**config.mk**
```make
export PLATFORM = sky130hd
export DESIGN_NAME = param_seq_detect
export DESIGN_NICKNAME = d
export VERILOG_FILES = /design/src/rtl/param_seq_detect.sv
export SDC_FILE = /design/constraint.sdc
export NUM_CORES = 1
export LEC_CHECK = 0
export ABC_CLOCK_PERIOD_IN_PS = 3100
export CORE_AREA = 2 2 77 79
export CTS_CLUSTER_DIAMETER = 60
export DETAILED_ROUTE_END_ITERATION = 8
export DIE_AREA = 0 0 79 81
export PLACE_DENSITY = 0.48
export SLEW_MARGIN = 20
export SYNTH_ARGS = -nofsm -noshare
export SYNTH_HDL_FRONTEND = slang
export SYNTH_SLANG_ARGS = --single-unit
export TNS_END_PERCENT = 5
```
**constraint.sdc**
```tcl
create_clock -name clk -period 3.1 [get_ports clk]
set_input_delay 0.62 -clock clk [delete_from_list [all_inputs] [get_ports clk]]
set_output_delay 0.62 -clock clk [all_outputs]
set_load 0.05 [all_outputs]
```
**src/rtl/param_seq_detect.sv**
```systemverilog
// Runtime-programmable serial pattern detector with registered match pulse and saturating match counter.
// Optional sticky hit flag enabled by defining SEQ_DETECT_STICKY_EN.
module param_seq_detect #(
  parameter int                 MAX_LEN     = 8,
  parameter int                 CNT_W       = 8,
  parameter logic [MAX_LEN-1:0] DEF_PATTERN = 8'b0000_1101,
  parameter int                 DEF_LEN     = 4,
  parameter bit                 DEF_OVERLAP = 1'b1
) (
  input  logic                           clk,
  input  logic                           rst,
  input  logic                           din,
  input  logic                           din_valid,
  input  logic                           cfg_we,
  input  logic [MAX_LEN-1:0]             cfg_pattern,
  input  logic [$clog2(MAX_LEN+1)-1:0]   cfg_len,
  input  logic                           cfg_overlap,
  input  logic                           cnt_clr,
  output logic                           y,
  output logic [CNT_W-1:0]               match_cnt,
  output logic                           sticky_hit
);

  localparam int                LEN_W     = $clog2(MAX_LEN + 1);
  localparam logic [LEN_W-1:0]  MAX_LEN_V = LEN_W'(MAX_LEN);

  logic [MAX_LEN-1:0] pattern_reg;
  logic [LEN_W-1:0]   len_reg;
  logic               overlap_reg;
  logic [MAX_LEN-1:0] hist_reg;
  logic [LEN_W-1:0]   fill_reg;
  logic               y_reg;
  logic [CNT_W-1:0]   cnt_reg;

  logic [MAX_LEN-1:0] nh;
  logic [MAX_LEN-1:0] len_mask;
  logic [LEN_W:0]     fill_p1;
  logic [LEN_W-1:0]   fill_next;
  logic [LEN_W-1:0]   cfg_len_eff;
  logic               hit;
  logic               unused_hist_msb;

  // The oldest history bit only matters for the shift, never for a compare.
  assign unused_hist_msb = hist_reg[MAX_LEN-1];

  assign nh = {hist_reg[MAX_LEN-2:0], din};

  generate
    for (genvar gi = 0; gi < MAX_LEN; gi++) begin : g_mask
      assign len_mask[gi] = (LEN_W'(gi) < len_reg);
    end
  endgenerate

  assign fill_p1   = {1'b0, fill_reg} + {{LEN_W{1'b0}}, 1'b1};
  assign fill_next = (fill_reg == MAX_LEN_V) ? fill_reg : fill_p1[LEN_W-1:0];

  assign hit = !cfg_we && din_valid
             && (fill_p1 >= {1'b0, len_reg})
             && (((nh ^ pattern_reg) & len_mask) == '0);

  always_comb begin
    cfg_len_eff = cfg_len;
    if (cfg_len == '0)
      cfg_len_eff = LEN_W'(1);
    else if (cfg_len > MAX_LEN_V)
      cfg_len_eff = MAX_LEN_V;
  end

  always_ff @(posedge clk) begin
    if (!rst) begin
      pattern_reg <= DEF_PATTERN;
      len_reg     <= LEN_W'(DEF_LEN);
      overlap_reg <= DEF_OVERLAP;
      hist_reg    <= '0;
      fill_reg    <= '0;
      y_reg       <= 1'b0;
      cnt_reg     <= '0;
    end else begin
      y_reg <= hit;
      if (cfg_we) begin
        pattern_reg <= cfg_pattern;
        len_reg     <= cfg_len_eff;
        overlap_reg <= cfg_overlap;
        hist_reg    <= '0;
        fill_reg    <= '0;
      end else if (din_valid) begin
        hist_reg <= nh;
        // Non-overlap mode restarts the fill count so the next match needs len fresh bits.
        fill_reg <= (hit && !overlap_reg) ? '0 : fill_next;
      end
      if (cnt_clr)
        cnt_reg <= hit ? CNT_W'(1) : '0;
      else if (hit && (cnt_reg != {CNT_W{1'b1}}))
        cnt_reg <= cnt_reg + CNT_W'(1);
    end
  end

  assign y         = y_reg;
  assign match_cnt = cnt_reg;

`ifdef SEQ_DETECT_STICKY_EN
  logic sticky_reg;

  always_ff @(posedge clk) begin
    if (!rst)
      sticky_reg <= 1'b0;
    else if (hit)
      sticky_reg <= 1'b1;
    else if (cnt_clr)
      sticky_reg <= 1'b0;
  end

  assign sticky_hit = sticky_reg;
`else
  assign sticky_hit = 1'b0;
`endif

endmodule

```
==> flow_summary_export.csv <==
group,metric,value,unit
critical_path,arrival,2.53,ns
placement,hpwl,2678,µm
logic_synthesis,synthTopCellsByCount,"dfxtp_1, nor2_1, mux2i_1",
routing,num_vias,1382,
job,max_cap_violations,0,
global_routing,grt-ovfl-total,0,
routing,ant_nets,0,
global_routing,grt_first_pass_wirelength,6265,µm
clock_tree,postCtsSetupRepairBufs,0,
layout,syn2layout_area_growth,27.15,%
layout,diodes,0,
logic_synthesis,synth_nets,211,
global_routing,grt_pass1_vias,1294,
timing,finClkSkew,0.006329,ns
timing,worst_slew_pin_slew,0.4979,ns
clock_tree,cts_buffer_depth,2,
timing,setup-violations-final,0,
placement,placed_area,1999,µm²
placement,place_congestion,0.7829,
placement,dp_cells,283,
critical_path,worstPathRequired,3.26,ns
logic_synthesis,syn_inst,185,
global_routing,antenna_found_initial,0,
routing,firstDrtPassIters,4,
layout,utilization,36.75,%
clock_tree,ctsResizeCount,0,
clock_tree,cts_hold_buf,0,
global_routing,grt_start_max_net_pins,18,
placement,io_buffers,27,
routing,drc,0,
routing,drt_first_iter_violations,28,
clock_tree,cts_tree,"yes",
clock_tree,numCtsBuffers,5,
timing,max_freq,421.0,MHz
logic_synthesis,ys.flop_type,"dfxtp_1",
floorplanning,rows,28,
global_routing,grt_util_all_layers,12.55,%
timing,min_period,2.376,ns
floorplanning,dieArea,6399,µm²
timing,setup-tns-final,0,ns
layout,nFillCells,611,
run_status,outcome,"finished, final reports clean",
timing,rsz0062_at_grt,"false",
clock_tree,cts_root_buf,"clkbuf_8",
layout,drive_above_1_share,6.481,%
clock_tree,clock-sinks,33,
clock_tree,htree_levels,2,
power_and_ir_drop,ir_worst_vdd,202.6,µV
critical_path,critPathLaunchType,"flip-flop",
routing,wl_per_cell,12.60,µm
clock_tree,clk_latency,0.29,ns
logic_synthesis,async_flop_share,0,%
timing,period_share,76.63,%
critical_path,worst-setup-path-type,"reg -> reg",
logic_synthesis,yosysUniqueCellTypes,40,
critical_path,cp_max_fo,16,
logic_synthesis,seq_area_frac_synth,40.27,%
clock_tree,path_clk_slew,0.07,ns
critical_path,crit_path_end_kind,"flip-flop",
floorplanning,dieHeight,81,µm
logic_synthesis,synth_edf_count,0,
logic_synthesis,yosys_warnings,0,
logic_synthesis,syn_area_per_cell,8.867,µm²
power_and_ir_drop,p_leak,0.7743,nW
floorplanning,die_w,79,µm
logic_synthesis,synth_area,1640,µm²
floorplanning,fp.coreArea,5675,µm²
timing,maxSlewViolCount,0,
power_and_ir_drop,power.density,413.8,nW/µm²
layout,fin_area,2086,µm²
logic_synthesis,synth_area_leaders,"dfxtp_1, mux2i_1, ha_1",
timing,relSlewSlack,66.70,%
logic_synthesis,yosys.area.top_type,"dfxtp_1",
layout,final_cells,291,
worst_hold_path,hp-class,"reg -> reg",
floorplanning,pin_count,29,
logic_synthesis,yosysTopAreaCellShare,40.27,%
floorplanning,start_util,28.90,%
logic_synthesis,synth.most_common_cell,"dfxtp_1",
logic_synthesis,ys_ff_latch,33,
routing,wl,3667,µm
layout,fin_nets,241,
timing,hold_viol,0,
routing,vias_per_cell,4.749,
## where the power goes
| group | internal [mW] | switching [mW] |
|---|---|---|
| registers | 0.435 | 0.0120 |
| logic | 0.0489 | 0.0457 |
| clock network | 0.155 | 0.166 |
## layout make-up
cell class	instances	area [µm²]	area share, %
Clock buffer	5	68.82	3.299
Tap cell	75	93.84	4.499
Timing Repair Buffer	31	300.3	14.40
Multi-Input combinational cell	137	918.4	44.03
Sequential cell	33	660.6	31.67
Clock inverter	3	17.52	0.8398
Inverter	7	26.28	1.260
## worst paths after layout
check                from           end  slack [ns]  depth (start not counted)
max           fill_reg[0]  match_cnt[6]        0.72                          9
min          match_cnt[5]  match_cnt[5]        0.50                          2
max reg2reg   fill_reg[0]  match_cnt[6]        0.72                          9
min reg2reg  match_cnt[5]  match_cnt[5]        0.50                          2
## kinds of logic after synthesis
logic type      Yosys count  share of synthesized area [%]
simple gates             61                          18.69
mux                      18                          10.98
other cells               1                         0.2286
flops                    33                          40.27
compound gates           40                          15.41
fa+ha+maj                 7                          5.339
buf+inv                  15                          3.738
xor+xnor                 10                          5.339
## cells in the final DEF (no fill, tap or decap), types with 2 or more instances in the layout
cell and count:
buf_4 4, o41ai_1 3, clkbuf_8 5, nand3_1 4, clkdlybuf4s50_1 27, nand4_1 4, clkinv_2 2, o21ai_0 11
o311ai_0 2, xnor2_1 6, a21oi_1 10, a31oi_1 3, nand2b_1 4, inv_1 7, nor2_1 21, ha_1 7
xor2_1 4, dfxtp_1 33, a211oi_1 2, or3_1 4, nand3b_1 2, mux2i_1 18, nand2_1 14, o22ai_1 2
## stage by stage
| step | power, mW | hold WS [ns] | setup WS (ns) |
|---|---|---|---|
| final | 0.8631 | 0.5006 | 0.7245 |
| after detailed placement | 0.5523 | 0.4909 | 0.4151 |
| after global routing | 0.9107 | 0.5273 | 0.4573 |
| after CTS | 0.8753 | 0.5046 | 0.6851 |
| after global placement | 0.5536 | 0.4822 | 0.4891 |
| after floorplan | 0.5106 | 0.4538 | 0.8568 |
## worst max-delay path, stage by stage (launching register included)
cell and delay (ns):
dfxtp_1 0.45, inv_1 0.09, ha_1 0.32, ha_1 0.28, a211oi_1 0.05, o21ai_0 0.22
nand4_2 0.15, buf_4 0.22, o311ai_0 0.33, o41ai_1 0.13
## layer usage
layer	GRT usage (%)	wire length [µm]	vias up
li1	-	-	730
met1	16.71	1853	628
met2	19.58	1642	19
met3	3.000	111	5
met4	5.172	60	0
met5	0	0	-
Power figures use the tool's default switching activity.
